**config.mk**
```make
export PLATFORM = sky130hd
export DESIGN_NAME = dac_mux_sequencer
export DESIGN_NICKNAME = d
export VERILOG_FILES = /design/src/rtl/dac_mux_sequencer.sv
export SDC_FILE = /design/constraint.sdc
export NUM_CORES = 1
export LEC_CHECK = 0
export ABC_AREA = 1
export CAP_MARGIN = 20
export CORE_MARGIN = 5
export CORE_UTILIZATION = 44
export CTS_BUF_LIST = sky130_fd_sc_hd__clkbuf_4 sky130_fd_sc_hd__clkbuf_8
export DETAILED_ROUTE_END_ITERATION = 10
export GPL_TIMING_DRIVEN = 0
export SLEW_MARGIN = 20
export SYNTH_ARGS = -nofsm -noshare
export SYNTH_HDL_FRONTEND = slang
export SYNTH_SLANG_ARGS = --single-unit
```
**constraint.sdc**
```tcl
create_clock -name clk -period 4.25 [get_ports clk]
set_clock_uncertainty 0.05 [all_clocks]
set_input_delay 0.425 -clock clk [delete_from_list [all_inputs] [get_ports clk]]
set_output_delay 0.425 -clock clk [all_outputs]
set_load 0.005 [all_outputs]
```
**src/rtl/dac_mux_sequencer.sv**
```systemverilog
// dac_mux_sequencer: round-robin DAC code loader with break-before-make one-hot output demux.
// Define DAC_MUX_SEQ_TIMEOUT_EN to enable the dac_done watchdog (sticky err, channel skip).
module dac_mux_sequencer #(
    parameter int NUM_CH         = 6,
    parameter int DATA_W         = 12,
    parameter int SETTLE_CYCLES  = 16,
    parameter int HOLD_CYCLES    = 64,
    parameter int TIMEOUT_CYCLES = 256,
    localparam int CH_W          = $clog2(NUM_CH)
) (
    input  logic              clk,
    input  logic              reset,
    input  logic              enable,
    input  logic              wr_en,
    input  logic [CH_W-1:0]   wr_ch,
    input  logic [DATA_W-1:0] wr_data,
    output logic [DATA_W-1:0] dac_code,
    output logic              dac_valid,
    input  logic              dac_ready,
    input  logic              dac_done,
    output logic [NUM_CH-1:0] mux_sel,
    output logic [CH_W-1:0]   cur_ch,
    output logic              busy,
    output logic              frame_done,
    output logic              err
);

    localparam int SH_MAX  = (SETTLE_CYCLES > HOLD_CYCLES) ? SETTLE_CYCLES : HOLD_CYCLES;
    localparam int CNT_MAX = (TIMEOUT_CYCLES > SH_MAX) ? TIMEOUT_CYCLES : SH_MAX;
    localparam int CNT_W   = $clog2(CNT_MAX + 1);

    typedef enum logic [2:0] {
        ST_IDLE,
        ST_LOAD,
        ST_WAIT,
        ST_SETTLE,
        ST_HOLD
    } state_t;

    state_t            state_q;
    logic [CNT_W-1:0]  cnt_q;
    logic [DATA_W-1:0] tbl_q [NUM_CH];
    logic [DATA_W-1:0] dac_code_q;
    logic              dac_valid_q;
    logic [NUM_CH-1:0] mux_q;
    logic [CH_W-1:0]   cur_ch_q;
    logic              busy_q;
    logic              frame_done_q;

    logic              last_ch;
    logic [CH_W-1:0]   nxt_ch;
    logic              timeout;
    logic              ch_end;

    always_comb begin
        last_ch = (cur_ch_q == CH_W'(NUM_CH - 1));
        nxt_ch  = last_ch ? '0 : cur_ch_q + CH_W'(1);
        timeout = 1'b0;
`ifdef DAC_MUX_SEQ_TIMEOUT_EN
        // dac_done arriving on the terminal count still wins over the watchdog
        timeout = (state_q == ST_WAIT) && !dac_done && (cnt_q == '0);
`endif
        ch_end  = timeout || ((state_q == ST_HOLD) && (cnt_q == '0));
    end

    always_ff @(posedge clk or negedge reset) begin
        if (!reset) begin
            for (int unsigned i = 0; i < NUM_CH; i++) begin
                tbl_q[i] <= '0;
            end
        end else if (wr_en && ({1'b0, wr_ch} < (CH_W + 1)'(NUM_CH))) begin
            tbl_q[wr_ch] <= wr_data;
        end
    end

    always_ff @(posedge clk or negedge reset) begin
        if (!reset) begin
            state_q      <= ST_IDLE;
            cnt_q        <= '0;
            dac_code_q   <= '0;
            dac_valid_q  <= 1'b0;
            mux_q        <= '0;
            cur_ch_q     <= '0;
            busy_q       <= 1'b0;
            frame_done_q <= 1'b0;
        end else begin
            frame_done_q <= 1'b0;
            if (cnt_q != '0) begin
                cnt_q <= cnt_q - CNT_W'(1);
            end
            // HOLD expiry and watchdog skip share the same channel-advance path
            if (ch_end) begin
                mux_q        <= '0;
                cur_ch_q     <= nxt_ch;
                frame_done_q <= last_ch;
                if (enable) begin
                    state_q     <= ST_LOAD;
                    dac_code_q  <= tbl_q[nxt_ch];
                    dac_valid_q <= 1'b1;
                    busy_q      <= 1'b1;
                end else begin
                    state_q <= ST_IDLE;
                    busy_q  <= 1'b0;
                end
            end else begin
                case (state_q)
                    ST_IDLE: begin
                        if (enable) begin
                            state_q     <= ST_LOAD;
                            dac_code_q  <= tbl_q[cur_ch_q];
                            dac_valid_q <= 1'b1;
                            busy_q      <= 1'b1;
                        end
                    end
                    ST_LOAD: begin
                        if (dac_ready) begin
                            dac_valid_q <= 1'b0;
                            state_q     <= ST_WAIT;
                            cnt_q       <= CNT_W'(TIMEOUT_CYCLES - 1);
                        end
                    end
                    ST_WAIT: begin
                        if (dac_done) begin
                            state_q <= ST_SETTLE;
                            cnt_q   <= CNT_W'(SETTLE_CYCLES - 1);
                        end
                    end
                    ST_SETTLE: begin
                        if (cnt_q == '0) begin
                            state_q <= ST_HOLD;
                            mux_q   <= NUM_CH'(1) << cur_ch_q;
                            cnt_q   <= CNT_W'(HOLD_CYCLES - 1);
                        end
                    end
                    ST_HOLD: begin
                    end
                    default: begin
                        state_q <= ST_IDLE;
                        busy_q  <= 1'b0;
                    end
                endcase
            end
        end
    end

`ifdef DAC_MUX_SEQ_TIMEOUT_EN
    logic err_q;

    always_ff @(posedge clk or negedge reset) begin
        if (!reset) begin
            err_q <= 1'b0;
        end else if (timeout) begin
            err_q <= 1'b1;
        end
    end

    assign err = err_q;
`else
    assign err = 1'b0;
`endif

    assign dac_code   = dac_code_q;
    assign dac_valid  = dac_valid_q;
    assign mux_sel    = mux_q;
    assign cur_ch     = cur_ch_q;
    assign busy       = busy_q;
    assign frame_done = frame_done_q;

endmodule
```
======== After elaboration in Yosys (flattened, before gate mapping) ========
Cells that the tools add are included.
word-level totals
  register bits ........................... 108
  output and inout port bits .............. 25
  logic and storage cells ................. 93
  input bits .............................. 21
cells by class
  bitwise logic cells ..................... 3
  $add $sub $neg .......................... 2
  $lt $le $gt $ge ......................... 5
  mux-type cells .......................... 39
  eq/ne operators ......................... 13
  shift-type cells ........................ 1
  reduce and logical (&&, ||, !) cells .... 16
operator list
  cell                 count
  $mux 12              9
  $bmux 12 s3          2
  $bwmux 72            1
  $mux 9               5
  $demux 12 s3         1
  $pmux 9 s3           1
  $mux 3               6
  $mux 6               3
  $pmux 3 s5           1
  $ge 4x4->1 const B   3
  $ne 3x3->1 const B   4
  $not 3->4            3
  $logic_not 9->1      1
  $reduce_bool 9->1    1
  $sub 9x1->9 const B  1
  $mux 1               8
  $eq 3x2->1 const B   2
  $eq 3x3->1 const B   2
  $ne 2x2->1 const B   3
  $reduce_and 2->1     3
  $reduce_bool 2->1    3
  $shl 1x3->6 const A  1
  $reduce_and 5->1     1
  $lt 4x1->1 const B   1
  10 further kinds     13

======== Logic depth before layout (Yosys ltp) ========
Gate-level depths: netlist (run 1).
  depth after elaboration ................. 8
  gate-level depth with buffers ........... 15

======== Worst setup path before layout (run 1) ========
OpenSTA, ideal clock, no wires.
  path type ............................... register to register
  from .................................... register cur_ch_q[2] (netlist: cur_ch[2])
  to ...................................... register dac_code_q[10] (netlist: dac_code[10])
  cell stages (with the launch flop) ...... 15
  data required time ...................... 4135 ps
  path slack .............................. 2253 ps
  period minus slack after synthesis ...... 1997 ps
  arrival ................................. 1882 ps
  buffers on the path ..................... 3
  setup time .............................. 65 ps
  cells stage by stage .................... dfrtp_1 -> inv_1 -> buf_2 -> buf_1 -> ha_1 -> inv_1 -> nand2_2 -> nor2_2 -> buf_4 -> nand2_1 -> nand2_1 -> nand2_1 -> nand2_1 -> nand2_1 -> nand2_1
on the way
  longest elaborated chain between the ends .. 8
ends and longest elaborated chain
  element                                           RTL line  source
  start, declared                                   46        logic [CH_W-1:0] cur_ch_q;
  start signal, assigned                            94        cur_ch_q <= nxt_ch;
  $add 3x1->3 / $eq 3x3->1 (equally long branches)  57, 56
  $mux 3                                            57        nxt_ch = last_ch ? '0 : cur_ch_q + CH_W'(1);
  $not 3->4 (implied by the code)                   98        dac_code_q <= tbl_q[nxt_ch];
  $bmux 12 s3                                       98
  $mux 12 (implied by the code) (2 in series)       98
  $mux 12                                           96        if (enable) begin
  $mux 12 (*)                                       92        if (ch_end) begin
  end signal, assigned                              98
  end signal, assigned                              110       dac_code_q <= tbl_q[cur_ch_q];
  end, declared                                     43        logic [DATA_W-1:0] dac_code_q;
Every way passes the cells marked *; elsewhere a longest branch is shown, timed or not. The select of a mux whose other input is x is not followed.
A chain may end at the register's enable or synchronous reset.

======== Worst setup path in the final report (run 1) ========
  from .................................... register cur_ch_q[0] (netlist: cur_ch[0])
  to ...................................... register dac_code_q[8] (netlist: dac_code[8])
Same word-level chain as after synthesis.

==> flow_summary.ini, run 1 <==
[finish]
final_common_cell = nand2_1
mostFrequentLayoutCells = 300 x nand2_1, 108 x dfrtp_1, 104 x o21ai_0, 74 x inv_1, 72 x nand3_1
fin_util = 0.518
final_nets = 903
final_cells = 1060
drive_gt1_frac = 0.0814
antenna-diode-count = 0
syn2layout_area_growth_pct = 15.3

[yosys]
postSynthCellCount = 822
synth_edf_count = 0
synth_flop_cell = dfrtp_1
synthArstFlopShare = 1.00
yosysWarnings = 0
syn_avg_cell_area_sq_um = 7.24
ys_seq_area_frac = 0.454
ys_ff_latch = 108
synth_cell_type_count = 41
netlist_area_sq_um = 5950
ys_top_cells_by_area = dfrtp_1 45%, nand2_1 19%, o21ai_0 8.7%
synth_top_area_frac = 0.454
mappedNetlistNets = 846
yosysTopAreaCell = dfrtp_1

[clocking]
cts_tree = done
clock_latency_ns = 0.39
post_cts_buffers = 0
cts.sinks = 108
clockBufferDepth = 2
cts_resized = 0
cts_max_level = 3
cts_root_buffer = clkbuf_8
hold_buffers = 1
cts_buffers = 9
clk_pin_slew_ns = 0.11

[worst_setup_path]
r2r_end = dac_code[8]
cp_common_cell = nand2_1
cp_slowest_cell = dfrtp_1
startpoint = cur_ch[0]
arrival_ns = 2.78
critPathMaxFanout = 10
r2r-start = cur_ch[0]
worstPathRequired_ns = 4.54
crit_type = flop to flop
endpoint = dac_code[8]
worstSetupEndpointType = flop
reg2regPathDepth = 14
startpoint_type = flop
cp_cell_sequence = buf_4 -> buf_2 -> nand2_1 -> inv_1 -> ha_1 -> inv_1 -> nand2_2 -> buf_2 -> nand3_1 -> nand2_1 -> nand2_1 -> nand2_1 -> nand2_1 -> nand2_1
reg2reg_setup_slack_ns = 1.76
max_stage_delay_ns = 0.41

[timing]
fin_crit_sh = 0.585
max_slew_margin = 0.608
rsz0062_at_grt = false
finalSetupTns_ns = 0
setup-violations-final = 0
finalHoldViolCount = 0
tightest_slew_ns = 0.587
fmax_mhz = 402
drv_slew = 0
finalCriticalPeriod_ns = 2.49

[pwr]
power.density_nw_per_um2 = 455
p_leak_nw = 3.39
ir_worst_vdd_mv = 0.230

[global_route]
antenna_found_initial = 0
grt_usage = 0.231
grt_max_degree = 75
grt_pass1_wl_mm = 28.9
grt-ovfl-total = 0
grt_pass1_vias = 5215

[worst_hold_path]
hold_path_class = primary input to async pin

[floorplanning]
die_x_um = 126
fp.dieArea_sq_um = 16000
core-area_sq_um = 13200
io_pins = 46
die_h_um = 126
rows = 42
start_util = 0.450

[routing]
routed_wirelength_mm = 17.9
drc = 0
routedWlPerCell_um = 16.9
drt-pass1-iter-count = 5
ant_nets = 0
vias_per_cell = 5.26
drtIter0Drc = 414
num_vias = 5575

[placed_design]
dp_cells = 1043
post-dp-hpwl_mm = 13.8
gp_congestion = 0.908
port_buffers = 44

[run_status]
status = complete, no violations

[flow_run]
cap_violations = 0
-- worst max-delay path, delay by kind of cell (launching register included) --
family / cells / cell delay (ns)
buffers and inverters: 5 / 0.85
AND/OR/NAND/NOR: 8 / 0.79
flip-flops: 1 / 0.41
adder cells (fa/ha/maj): 1 / 0.32
-- synth_stat cells, drive strengths merged (2+ instances only) --
master	instances
o2111ai	2
dfrtp	108
o21a	5
nor2	50
xor2	2
nor3	8
inv	80
a21boi	2
ha	3
a21oi	10
and2	2
nand4	10
nand2	306
nand3	75
clkbuf	12
o21ai	107
buf	30
-- kinds of logic (layout without fill, tap and decap cells) --
group	after synthesis	in the layout	synth area share
AOI/OAI and AO/OA	132	132	0.120
xor gates and xnor gates	3	3	0.00441
adders and majority gates	3	3	0.00631
buffers and inverters	122	184	0.0921
DFF	108	108	0.454
other	1	1	0.000630
and+or+nand+nor	453	453	0.322
-- worst min-delay path by stage --
stage	endpoint	slack (ns)	cells after the start
after detailed placement	cnt_q[7]	0.29	1
after CTS	cnt_q[7]	0.43	2
after global placement	dac_code[10]	0.42	2
after floorplan	busy	0.08	0
final	cnt_q[7]	0.43	2
after global routing	cnt_q[7]	0.47	2
-- power by group --
group | leakage [nW] | switching [mW] | internal, mW
Clock | 0.106 | 0.406 | 0.289
Sequential | 1.37 | 0.192 | 1.26
Combinational | 1.91 | 0.557 | 0.418
-- layer usage --
| metal | vias up | share of wire | track usage |
|---|---|---|---|
| li1 | 2741 | - | - |
| met1 | 2602 | 0.47 | 0.336 |
| met2 | 207 | 0.44 | 0.349 |
| met3 | 25 | 0.069 | 0.0433 |
| met4 | 0 | 0.018 | 0.0744 |
| met5 | - | 0 | 0 |
-- final cells by class --
| class | count | area [sq um] |
|---|---|---|
| clock buffer | 9 | 124 |
| timing repair buffer | 46 | 479 |
| buffer | 42 | 245 |
| clock inverter | 7 | 88.8 |
| multi-input combinational | 592 | 2700 |
| tap | 176 | 220 |
| sequential | 108 | 2700 |
| inverter | 80 | 303 |
| fill | 1340 | 6380 |
-- stage by stage --
step	setup slack, ns	total power, mW	instance area (sq um)	hold WS, ns
6_report	1.76	3.12	6870	0.434
5_1_grt	1.53	3.35	6870	0.465
4_1_cts	1.75	3.14	6870	0.428
3_5_place_dp	1.77	2.44	6640	0.294
3_3_place_gp	-1.40	2.41	6610	0.416
2_1_floorplan	2.25	2.05	5950	0.0794
-- flip-flops by register name, summed over array words and instances, names as in the netlist --
register and count:
busy 1, cnt_q 9, mux_sel 6, dac_valid 1
cur_ch 3, tbl_q 72, dac_code 12, frame_done 1
state_q 3
No activity file was read; power rests on OpenSTA's default activity.
==> inputs of run 2 (changes only) <==
==> constraint.sdc (replaced) <==
create_clock -name clk -period 2.55 [get_ports clk]
set_clock_uncertainty 0.05 [all_clocks]
set_input_delay 0.255 -clock clk [delete_from_list [all_inputs] [get_ports clk]]
set_output_delay 0.255 -clock clk [all_outputs]
set_load 0.005 [all_outputs]
==> run 2 against run 1 <==
Against the previous run:
- worst hold slack lost 0.17 ns
- sequential share of layout area is essentially flat
- sequential cell count is the same
- final area is essentially flat
- clock-buffer cell count is the same
==> flow_summary.ini, run 2 (synthesis results as in run 1) <==
[clocking]
cts.sinks = 108
clk_pin_slew_ns = 0.11
cts_max_level = 3
cts_tree = done
clockBufferDepth = 2
post_cts_buffers = 0
cts_buffers = 9
clock_latency_ns = 0.39
cts_root_buffer = clkbuf_8

[worst_setup_path]
crit_type = flop to flop
startpoint_type = flop
critPathMaxFanout = 10
cp_cell_sequence = buf_4 -> buf_2 -> nand2_2 -> inv_4 -> ha_1 -> inv_1 -> nand2_2 -> buf_2 -> nand3_1 -> nand2_1 -> nand2_1 -> nand2_1 -> nand2_1 -> nand2_1
cp_common_cell = nand2_1
worstPathRequired_ns = 2.84
max_stage_delay_ns = 0.41
arrival_ns = 2.60
cp_slowest_cell = dfrtp_1
worstSetupEndpointType = flop

[pwr]
ir_worst_vdd_mv = 0.381
p_leak_nw = 3.38
power.density_nw_per_um2 = 758

[flow_run]
cap_violations = 0

[placed_design]
postPlaceCellArea_sq_um = 6640
dp_cells = 1043
port_buffers = 44
post-dp-hpwl_mm = 13.8
gp_congestion = 0.908
preCtsSetupSlack_ns = 0.0704

[timing]
setup-violations-final = 0
finalSetupTns_ns = 0
finalCriticalPeriod_ns = 2.31
tightest_slew_ns = 0.596
fmax_mhz = 434
rsz0062_at_grt = false
fin_crit_sh = 0.904
finalHoldViolCount = 0
max_slew_margin = 0.602
finalWorstSetupSlack_ns = 0.245
drv_slew = 0
hold-worst-slack_ns = 0.262

[routing]
drt-pass1-iter-count = 5
num_vias = 5609
routed_wirelength_mm = 17.8
drtIter0Drc = 386
vias_per_cell = 5.30
routedWlPerCell_um = 16.8
ant_nets = 0
drc = 0

[global_route]
grt-ovfl-total = 0
grt_usage = 0.231
antenna_found_initial = 0
grt_max_degree = 75
grt_pass1_wl_mm = 28.9
grt_pass1_vias = 5215
met2_usage = 0.349
grt_use_met3 = 0.0433
top_usage_layer = met2
met1_usage = 0.336

[finish]
largest_reg_flops = 72
multi_input_area_sq_um = 2710
syn2layout_area_growth_pct = 15.3
drive_gt1_frac = 0.0838
final_cells = 1059
mostFrequentLayoutCells = 299 x nand2_1, 108 x dfrtp_1, 104 x o21ai_0, 73 x inv_1, 72 x nand3_1
fillCellCount = 1340
final_common_cell = nand2_1
final_nets = 902
top_register = tbl_q
antenna-diode-count = 0
design_area_sq_um = 6870
ff_latch_area_sq_um = 2700

[floorplanning]
die_x_um = 126
fp.dieArea_sq_um = 16000
start_util = 0.450
io_pins = 46
rows = 42
die_h_um = 126
core-area_sq_um = 13200

[run_status]
status = complete, no violations

[worst_hold_path]
hold_path_class = primary input to async pin
## run 2: cell count changes in the layout (fill, tap and decap cells not counted)
cell	change
nand2_1	-1
nand2_2	+1
inv_1	-1
inv_4	+1
buf_1	-1
## run 2: per-layer routing
| metal | up-vias | wire length, um | part of all wire |
|---|---|---|---|
| met2 | 217 | 7840 | 0.44 |
| met4 | 0 | 398 | 0.022 |
| li1 | 2739 | - | - |
| met1 | 2626 | 8270 | 0.46 |
| met3 | 27 | 1280 | 0.072 |
| met5 | - | 0 | 0 |
## run 2: final timing paths
| kind | from | to | slack [ns] | cells past startpoint |
|---|---|---|---|---|
| min in group clk | dac_code[10] | dac_code[10] | 0.44 | 2 |
| min | reset | cnt_q[7] | 0.26 | 2 |
| max in group asynchronous | reset | tbl_q[39] | 1.50 | 3 |
| max reg2reg | cur_ch[0] | dac_code[8] | 0.24 | 14 |
| min reg2reg | dac_code[10] | dac_code[10] | 0.44 | 2 |
| max | cur_ch[0] | dac_code[8] | 0.24 | 14 |
## run 2: report_power, final
part | internal (mW) | total [mW] | switching [mW]
combinational | 0.696 | 1.62 | 0.928
sequential | 2.10 | 2.42 | 0.320
clock | 0.482 | 1.16 | 0.673
## run 2: area by class of cell
class / count / area share
Buffer: 41 / 0.0352
Clock buffer: 9 / 0.0180
Clock inverter: 7 / 0.0129
Inverter: 80 / 0.0445
Multi-Input combinational cell: 592 / 0.394
Sequential cell: 108 / 0.394
Tap cell: 176 / 0.0321
Timing Repair Buffer: 46 / 0.0698
## run 2: per-stage QoR
step / utilization / power, mW
finish: 0.519 / 5.20
global route: 0.519 / 5.59
CTS: 0.518 / 5.24
detailed placement: 0.502 / 4.07
global placement: 0.499 / 4.02
floorplan: - / 3.42
## run 2: worst max-delay path: cells and delay by family, from the launching register on
family,cells,cell delay (ns)
buffers and inverters,5,0.76
and+or+nand+nor,8,0.76
DFF,1,0.41
adders and majority gates,1,0.28
## run 2: timing repair
action | CTS | global route
resized for setup | 0 | 3
endpoints found under the hold margin | 34 | 0
setup endpoints to repair | 0 | 11
hold buffers | 1 | 0
